<file path="config.mk">
export PLATFORM = sky130hd
export DESIGN_NAME = imem_boot_ctrl
export DESIGN_NICKNAME = d
export VERILOG_FILES = /design/src/rtl/imem_boot_ctrl.sv
export SDC_FILE = /design/constraint.sdc
export NUM_CORES = 1
export LEC_CHECK = 0
export CAP_MARGIN = 5
export CELL_PAD_IN_SITES_DETAIL_PLACEMENT = 0
export CELL_PAD_IN_SITES_GLOBAL_PLACEMENT = 1
export CORE_UTILIZATION = 41
export DETAILED_ROUTE_END_ITERATION = 7
export GPL_TIMING_DRIVEN = 0
export HOLD_SLACK_MARGIN = 0.05
export MAX_ROUTING_LAYER = met4
export PLACE_DENSITY = 0.83
export SYNTH_ARGS = -nofsm -noshare
export SYNTH_HDL_FRONTEND = slang
export SYNTH_SLANG_ARGS = --single-unit
</file>
<file path="constraint.sdc">
create_clock -name clk -period 5.2 [get_ports clk]
set_clock_uncertainty 0.1 [all_clocks]
set_input_delay 1.56 -clock clk [delete_from_list [all_inputs] [get_ports clk]]
set_output_delay 1.56 -clock clk [all_outputs]
set_load 0.005 [all_outputs]
</file>
<file path="src/rtl/imem_boot_ctrl.sv">
// imem_boot_ctrl: streams a program image into instruction memory, pads the
// rest of the memory with NOPs, holds the processor in reset for a few
// cycles, then releases it and optionally halts it after a fixed cycle budget.
//
// Ports
//   clk, reset (async active-low)
//   start, prog_len     : load request and word count, sampled together
//   in_valid/in_data    : program word stream, in_ready backpressure
//   imem_we/addr/wdata  : instruction-memory write port
//   cpu_reset           : active-high processor reset
//   busy, done, err     : status (LOAD/FILL/HOLD, HALT, sticky bad length)
//   cycle_count         : processor cycles since last release
module imem_boot_ctrl #(
  parameter int ADDR_W     = 10,
  parameter int DEPTH      = 1024,
  parameter int RESET_HOLD = 2,
  parameter int RUN_LIMIT  = 30
) (
  input  logic              clk,
  input  logic              reset,
  input  logic              start,
  input  logic [ADDR_W:0]   prog_len,
  input  logic              in_valid,
  input  logic [31:0]       in_data,
  output logic              in_ready,
  output logic              imem_we,
  output logic [ADDR_W-1:0] imem_addr,
  output logic [31:0]       imem_wdata,
  output logic              cpu_reset,
  output logic              busy,
  output logic              done,
  output logic              err,
  output logic [31:0]       cycle_count
);

  localparam logic [ADDR_W:0]   LEN_MAX   = (ADDR_W+1)'(DEPTH);
  localparam logic [ADDR_W-1:0] ADDR_LAST = ADDR_W'(DEPTH-1);
  localparam logic [31:0]       HOLD_LAST = 32'(RESET_HOLD-1);
  localparam logic [31:0]       LIMIT     = 32'(RUN_LIMIT);

  typedef enum logic [2:0] {
    S_IDLE, S_LOAD, S_FILL, S_HOLD, S_RUN, S_HALT
  } state_t;

  state_t            r_state, w_next;
  logic [ADDR_W-1:0] r_addr;
  logic [ADDR_W:0]   r_len;
  logic [31:0]       r_hold;
  logic [31:0]       r_cnt;
  logic              r_err;

  logic        w_len_ok, w_can_start, w_start_go, w_accept, w_load_last;
  logic        w_addr_last;
  logic [31:0] w_cnt_inc;

  // Only IDLE, RUN and HALT listen to start; a running program is aborted.
  assign w_len_ok    = (prog_len != '0) && (prog_len <= LEN_MAX);
  assign w_can_start = (r_state == S_IDLE) || (r_state == S_RUN) || (r_state == S_HALT);
  assign w_start_go  = start && w_can_start && w_len_ok;
  assign w_accept    = (r_state == S_LOAD) && in_valid;
  assign w_load_last = w_accept && ({1'b0, r_addr} == (r_len - 1'b1));
  assign w_addr_last = (r_addr == ADDR_LAST);
  assign w_cnt_inc   = (r_cnt == 32'hFFFF_FFFF) ? r_cnt : r_cnt + 32'd1;

  always_comb begin
    w_next     = r_state;
    in_ready   = 1'b0;
    imem_we    = 1'b0;
    imem_wdata = 32'h0;
    case (r_state)
      S_IDLE, S_HALT: begin
        if (w_start_go) w_next = S_LOAD;
      end
      S_LOAD: begin
        in_ready = 1'b1;
        if (w_accept) begin
          imem_we    = 1'b1;
          imem_wdata = in_data;
        end
        // A full-depth image has nothing left to pad.
        if (w_load_last) w_next = (r_len < LEN_MAX) ? S_FILL : S_HOLD;
      end
      S_FILL: begin
        imem_we = 1'b1;
        if (w_addr_last) w_next = S_HOLD;
      end
      S_HOLD: begin
        if (r_hold == HOLD_LAST) w_next = S_RUN;
      end
      S_RUN: begin
        // Abort takes priority over the automatic halt.
        if (start)                                 w_next = w_len_ok ? S_LOAD : S_IDLE;
        else if (RUN_LIMIT != 0 && w_cnt_inc == LIMIT) w_next = S_HALT;
      end
      default: w_next = S_IDLE;
    endcase
  end

  always_ff @(posedge clk or negedge reset) begin
    if (!reset) begin
      r_state <= S_IDLE;
      r_addr  <= '0;
      r_len   <= '0;
      r_hold  <= '0;
      r_cnt   <= '0;
      r_err   <= 1'b0;
    end else begin
      r_state <= w_next;
      if (w_start_go) begin
        r_addr <= '0;
        r_len  <= prog_len;
        r_cnt  <= '0;
      end else begin
        // Address parks at the top word instead of wrapping back to 0.
        if ((w_accept || r_state == S_FILL) && !w_addr_last) r_addr <= r_addr + 1'b1;
        if (r_state == S_RUN) r_cnt <= w_cnt_inc;
      end
      if (start && w_can_start) r_err <= !w_len_ok;
      r_hold <= (r_state == S_HOLD) ? r_hold + 32'd1 : 32'd0;
    end
  end

  assign imem_addr   = r_addr;
  assign cpu_reset   = (r_state != S_RUN);
  assign busy        = (r_state == S_LOAD) || (r_state == S_FILL) || (r_state == S_HOLD);
  assign done        = (r_state == S_HALT);
  assign err         = r_err;
  assign cycle_count = r_cnt;

endmodule

</file>
==> results_tabular.tex <==
\begin{tabular}{lr}
\hline
Metric & Value \\
\hline
\multicolumn{2}{l}{\textbf{Worst setup path}} \\
\quad CP max stage cell & clkdlybuf4s50\_1 \\
\quad Number of cells on the worst reg-to-reg path & 9 \\
\quad Path length in cells of the critical path & 5 \\
\quad Arrival time at the worst endpoint & 3.43 ns \\
\quad Worst setup path category & in2out \\
\quad Sort of element at the end of the critical path & primary output \\
\quad Crit path from & in\_valid \\
\quad Critical Path End & imem\_wdata[28] \\
\quad Crit-path most repeated cell & clkdlybuf4s50\_1 \\
\quad Startpoint Class & primary input \\
\quad Start of the worst register-to-register path & cycle\_count[0] \\
\quad Worst-case register-to-register setup slack & 1.86 ns \\
\quad List of cells traversed by the critical path & clkdlybuf4s50\_1 -> nor4bb\_4 -> clkbuf\_1 -> and2\_1 -> clkdlybuf4s50\_1 \\
\quad Number of buffers and inverters on the critical path & 3 \\
\quad CP Max Fanout & 10 \\
\quad Highest cell delay on the worst timing path & 0.51 ns \\
\quad WP data required & 3.54 ns \\
\quad Cell family with most CP delay & buffers and inverters \\
\quad Capture instance of the worst register-to-register path & r\_state[0] \\
\multicolumn{2}{l}{\textbf{Power and ir drop}} \\
\quad Power density normalized to cell area & 362.6 nW/um2 \\
\quad Overall Power & 2747 uW \\
\quad Max IR drop VDD & 0.1510 mV \\
\quad Static Leakage & 0.002975 uW \\
\multicolumn{2}{l}{\textbf{Route}} \\
\quad Top routing layer in use & met4 \\
\quad Vias & 5325 \\
\quad Wire length the detailed router placed on met1 & 7163 um \\
\quad Detailed-route wire length per cell & 16.19 um \\
\quad Average vias per placed instance & 5.439 \\
\quad Drt pass-1 iters & 4 \\
\quad Total Wirelength & 15850 um \\
\quad Metal2 WL & 7693 um \\
\quad Initial DRC count & 216 \\
\quad Number of design rule violations left after detail routing & 0 \\
\quad Detailed-routed wire length on met3 & 794 um \\
\quad Number of routed nets with antenna violations & 0 \\
\multicolumn{2}{l}{\textbf{Layout}} \\
\quad Most common cell after layout, fill and taps aside & clkdlybuf4s50\_1 \\
\quad NumNets Final & 851 \\
\quad Number of antenna repair diodes & 0 \\
\quad Share of final-layout standard cells stronger than drive strength 1 & 0.07472 \\
\quad Area growth syn-to-layout & 31.52\% \\
\quad Highest-count cells in the layout ignoring fill and taps & clkdlybuf4s50\_1, nor2\_1, dfrtp\_1 \\
\quad Final Instance Area & 7575 um2 \\
\multicolumn{2}{l}{\textbf{Outcome}} \\
\quad Run status & finished, final reports clean \\
\multicolumn{2}{l}{\textbf{Global route}} \\
\quad Total overflow reported by the global router & 0 \\
\quad Initial antenna violation count & 0 \\
\quad Vias in the first global route & 5269 \\
\quad GRT Total Usage & 0.2345 \\
\quad Largest net degree at the start of global routing & 70 \\
\quad First-pass GRT wire length & 26320 um \\
\multicolumn{2}{l}{\textbf{Die}} \\
\quad Number of placement rows & 42 \\
\quad DIE AREA & 14530 um2 \\
\quad Core ar. & 13450 um2 \\
\quad Die Span Y & 120.5 um \\
\quad Initial core utilization & 0.4281 \\
\quad I/O pin count & 127 \\
\quad Die width & 120.5 um \\
\multicolumn{2}{l}{\textbf{CTS}} \\
\quad Master cell of the clock root buffer & clkbuf\_16 \\
\quad Number of hold buffers added after cts & 0 \\
\quad Worst-path clk slew & 0.06 ns \\
\quad Total number of clock tree sinks & 89 \\
\quad TritonCTS clock tree & built \\
\quad H-tree depth & 3 \\
\quad Maximum root-to-sink buffer count & 2 \\
\quad Clock latency on the worst-skew pair & 0.34 ns \\
\quad Num CTS Buffers & 9 \\
\multicolumn{2}{l}{\textbf{Logic synthesis}} \\
\quad Number of flops mapped to enable cells by yosys & 0 \\
\quad Post-Syn Area per Cell & 8.726 um2 \\
\quad Synth Warn \# & 0 \\
\quad Mapped Nets & 712 \\
\quad Cell area after synthesis & 5759 um2 \\
\quad Fraction of the mapped netlist area in adder cells & 0.01086 \\
\quad Main combinational cell family by area after synthesis & simple AND/OR/NAND/NOR gates \\
\quad Synth Area in XOR/XNOR & 0.1332 \\
\quad Count of mapped cells out of synthesis & 660 \\
\quad Proportion of synthesized area in mux cells & 0.02238 \\
\quad Synth Area in Simple Gates & 0.3220 \\
\quad FFs w/ async S/R, synth & 1.000 \\
\quad Flip-flop and latch count after synthesis & 89 \\
\quad Sequential cell area fraction in the yosys report & 0.3867 \\
\quad Synth cell types & 65 \\
\quad Synth Area in Compound Gates & 0.08603 \\
\quad Ys flop type & dfrtp\_1 \\
\multicolumn{2}{l}{\textbf{STA}} \\
\quad Number of max-slew violations in the final report & 0 \\
\quad Ratio of final minimum period to clock period & 0.9796 \\
\quad Setup WS post-layout & 0.1058 ns \\
\quad Setup violations, final & 0 \\
\quad Slew at the pin closest to its max-slew limit & 0.7656 ns \\
\quad Final hold vios & 0 \\
\quad Fmax & 196.3 MHz \\
\quad Post-layout min period & 5.094 ns \\
\quad Relative max-transition margin & 0.4854 \\
\quad RSZ-0062 raised after global routing & no \\
\multicolumn{2}{l}{\textbf{Place}} \\
\quad Routability cong. & 0.8856 \\
\quad Post-detailed-placement cell area & 7266 um2 \\
\quad Port buffer count & 126 \\
\quad DPL Wire Length & 11870 um \\
\quad Post-placement worst setup slack & -0.6806 ns \\
\multicolumn{2}{l}{\textbf{Flow run}} \\
\quad Max cap viols & 0 \\
\multicolumn{2}{l}{\textbf{Min path}} \\
\quad Worst min path class & reg2reg \\
\hline
\end{tabular}
-- sequential cells by signal (all words and copies together) (netlist names) --
name and flops:
err 1, r_len 11, imem_addr 10, r_state 3, r_hold 32, cycle_count 32
-- worst min-delay path by stage --
stage	startpoint	endpoint	slack, ns	depth (start not counted)
after detailed placement	r_hold[0]	r_hold[0]	0.41	1
after global routing	r_hold[0]	r_hold[0]	0.45	1
after floorplan	r_hold[0]	r_hold[0]	0.37	1
final	r_hold[0]	r_hold[0]	0.42	1
after CTS	r_hold[0]	r_hold[0]	0.42	1
after global placement	r_hold[0]	r_hold[0]	0.41	1
-- cell families (layout without fill, tap and decap cells) --
| group | after synthesis | after routing |
|---|---|---|
| adders and majority gates | 5 | 5 |
| buffers and inverters | 49 | 192 |
| and+or+nand+nor | 347 | 347 |
| xor gates and xnor gates | 84 | 84 |
| AOI/OAI and AO/OA | 74 | 74 |
| DFF | 89 | 89 |
| muxes | 12 | 12 |
-- power breakdown --
| part | total, uW | switching, uW | leakage [uW] | internal, uW |
|---|---|---|---|---|
| logic | 1150 | 520 | 0.00163 | 626 |
| registers | 963 | 158 | 0.00121 | 806 |
| clock network | 637 | 268 | 0.000133 | 370 |
-- synthesized netlist by cell type, types with 16 or more instances --
cell type | number | area [um2]
nor2_1 | 106 | 397.9
o21ai_0 | 16 | 80.08
nand3_1 | 31 | 155.2
a21oi_1 | 23 | 115.1
xnor2_1 | 45 | 394.1
xor2_1 | 37 | 324.1
nand4_1 | 28 | 175.2
and2_1 | 37 | 231.5
nor3_1 | 18 | 90.09
clkbuf_1 | 20 | 75.07
dfrtp_1 | 89 | 2227
and3_1 | 16 | 100.1
nand2_1 | 37 | 138.9
-- area by class of cell --
class,count,area [um2]
Clock inverter,3,42.54
Clock buffer,12,236.5
Fill cell,1222,5878
Tap cell,176,220.2
Timing Repair Buffer,130,1309
Buffer,34,167.7
Sequential cell,89,2227
Inverter,13,48.80
Multi-Input combinational cell,522,3323
-- through the flow --
stage               hold slack (ns)  setup TNS (ns)  instances  utilization
floorplan                    0.3744               0        660            -
global route                 0.4482               0        979       0.5631
CTS                          0.4242               0        981       0.5636
finish                       0.4224               0        979       0.5631
global placement             0.4078          -94.93        962       0.5382
detailed placement           0.4147          -18.47        963       0.5401
-- routing by layer --
metal  vias to the layer above  GRT usage
met1                      2570     0.2924
met2                       150     0.3958
li1                       2589          -
met5                         -          -
met4                         0    0.06790
met3                        16    0.03443
-- repair_timing --
item / CTS / global route
hold endpoints to repair: 0 / 0
pin swaps: 1 / 0
endpoints found under the setup margin: 32 / 20
gates resized for setup: 2 / 0
buffers inserted: 3 / 0
cloned: 0 / 0
Note: power is estimated with default switching activity, not from simulation.
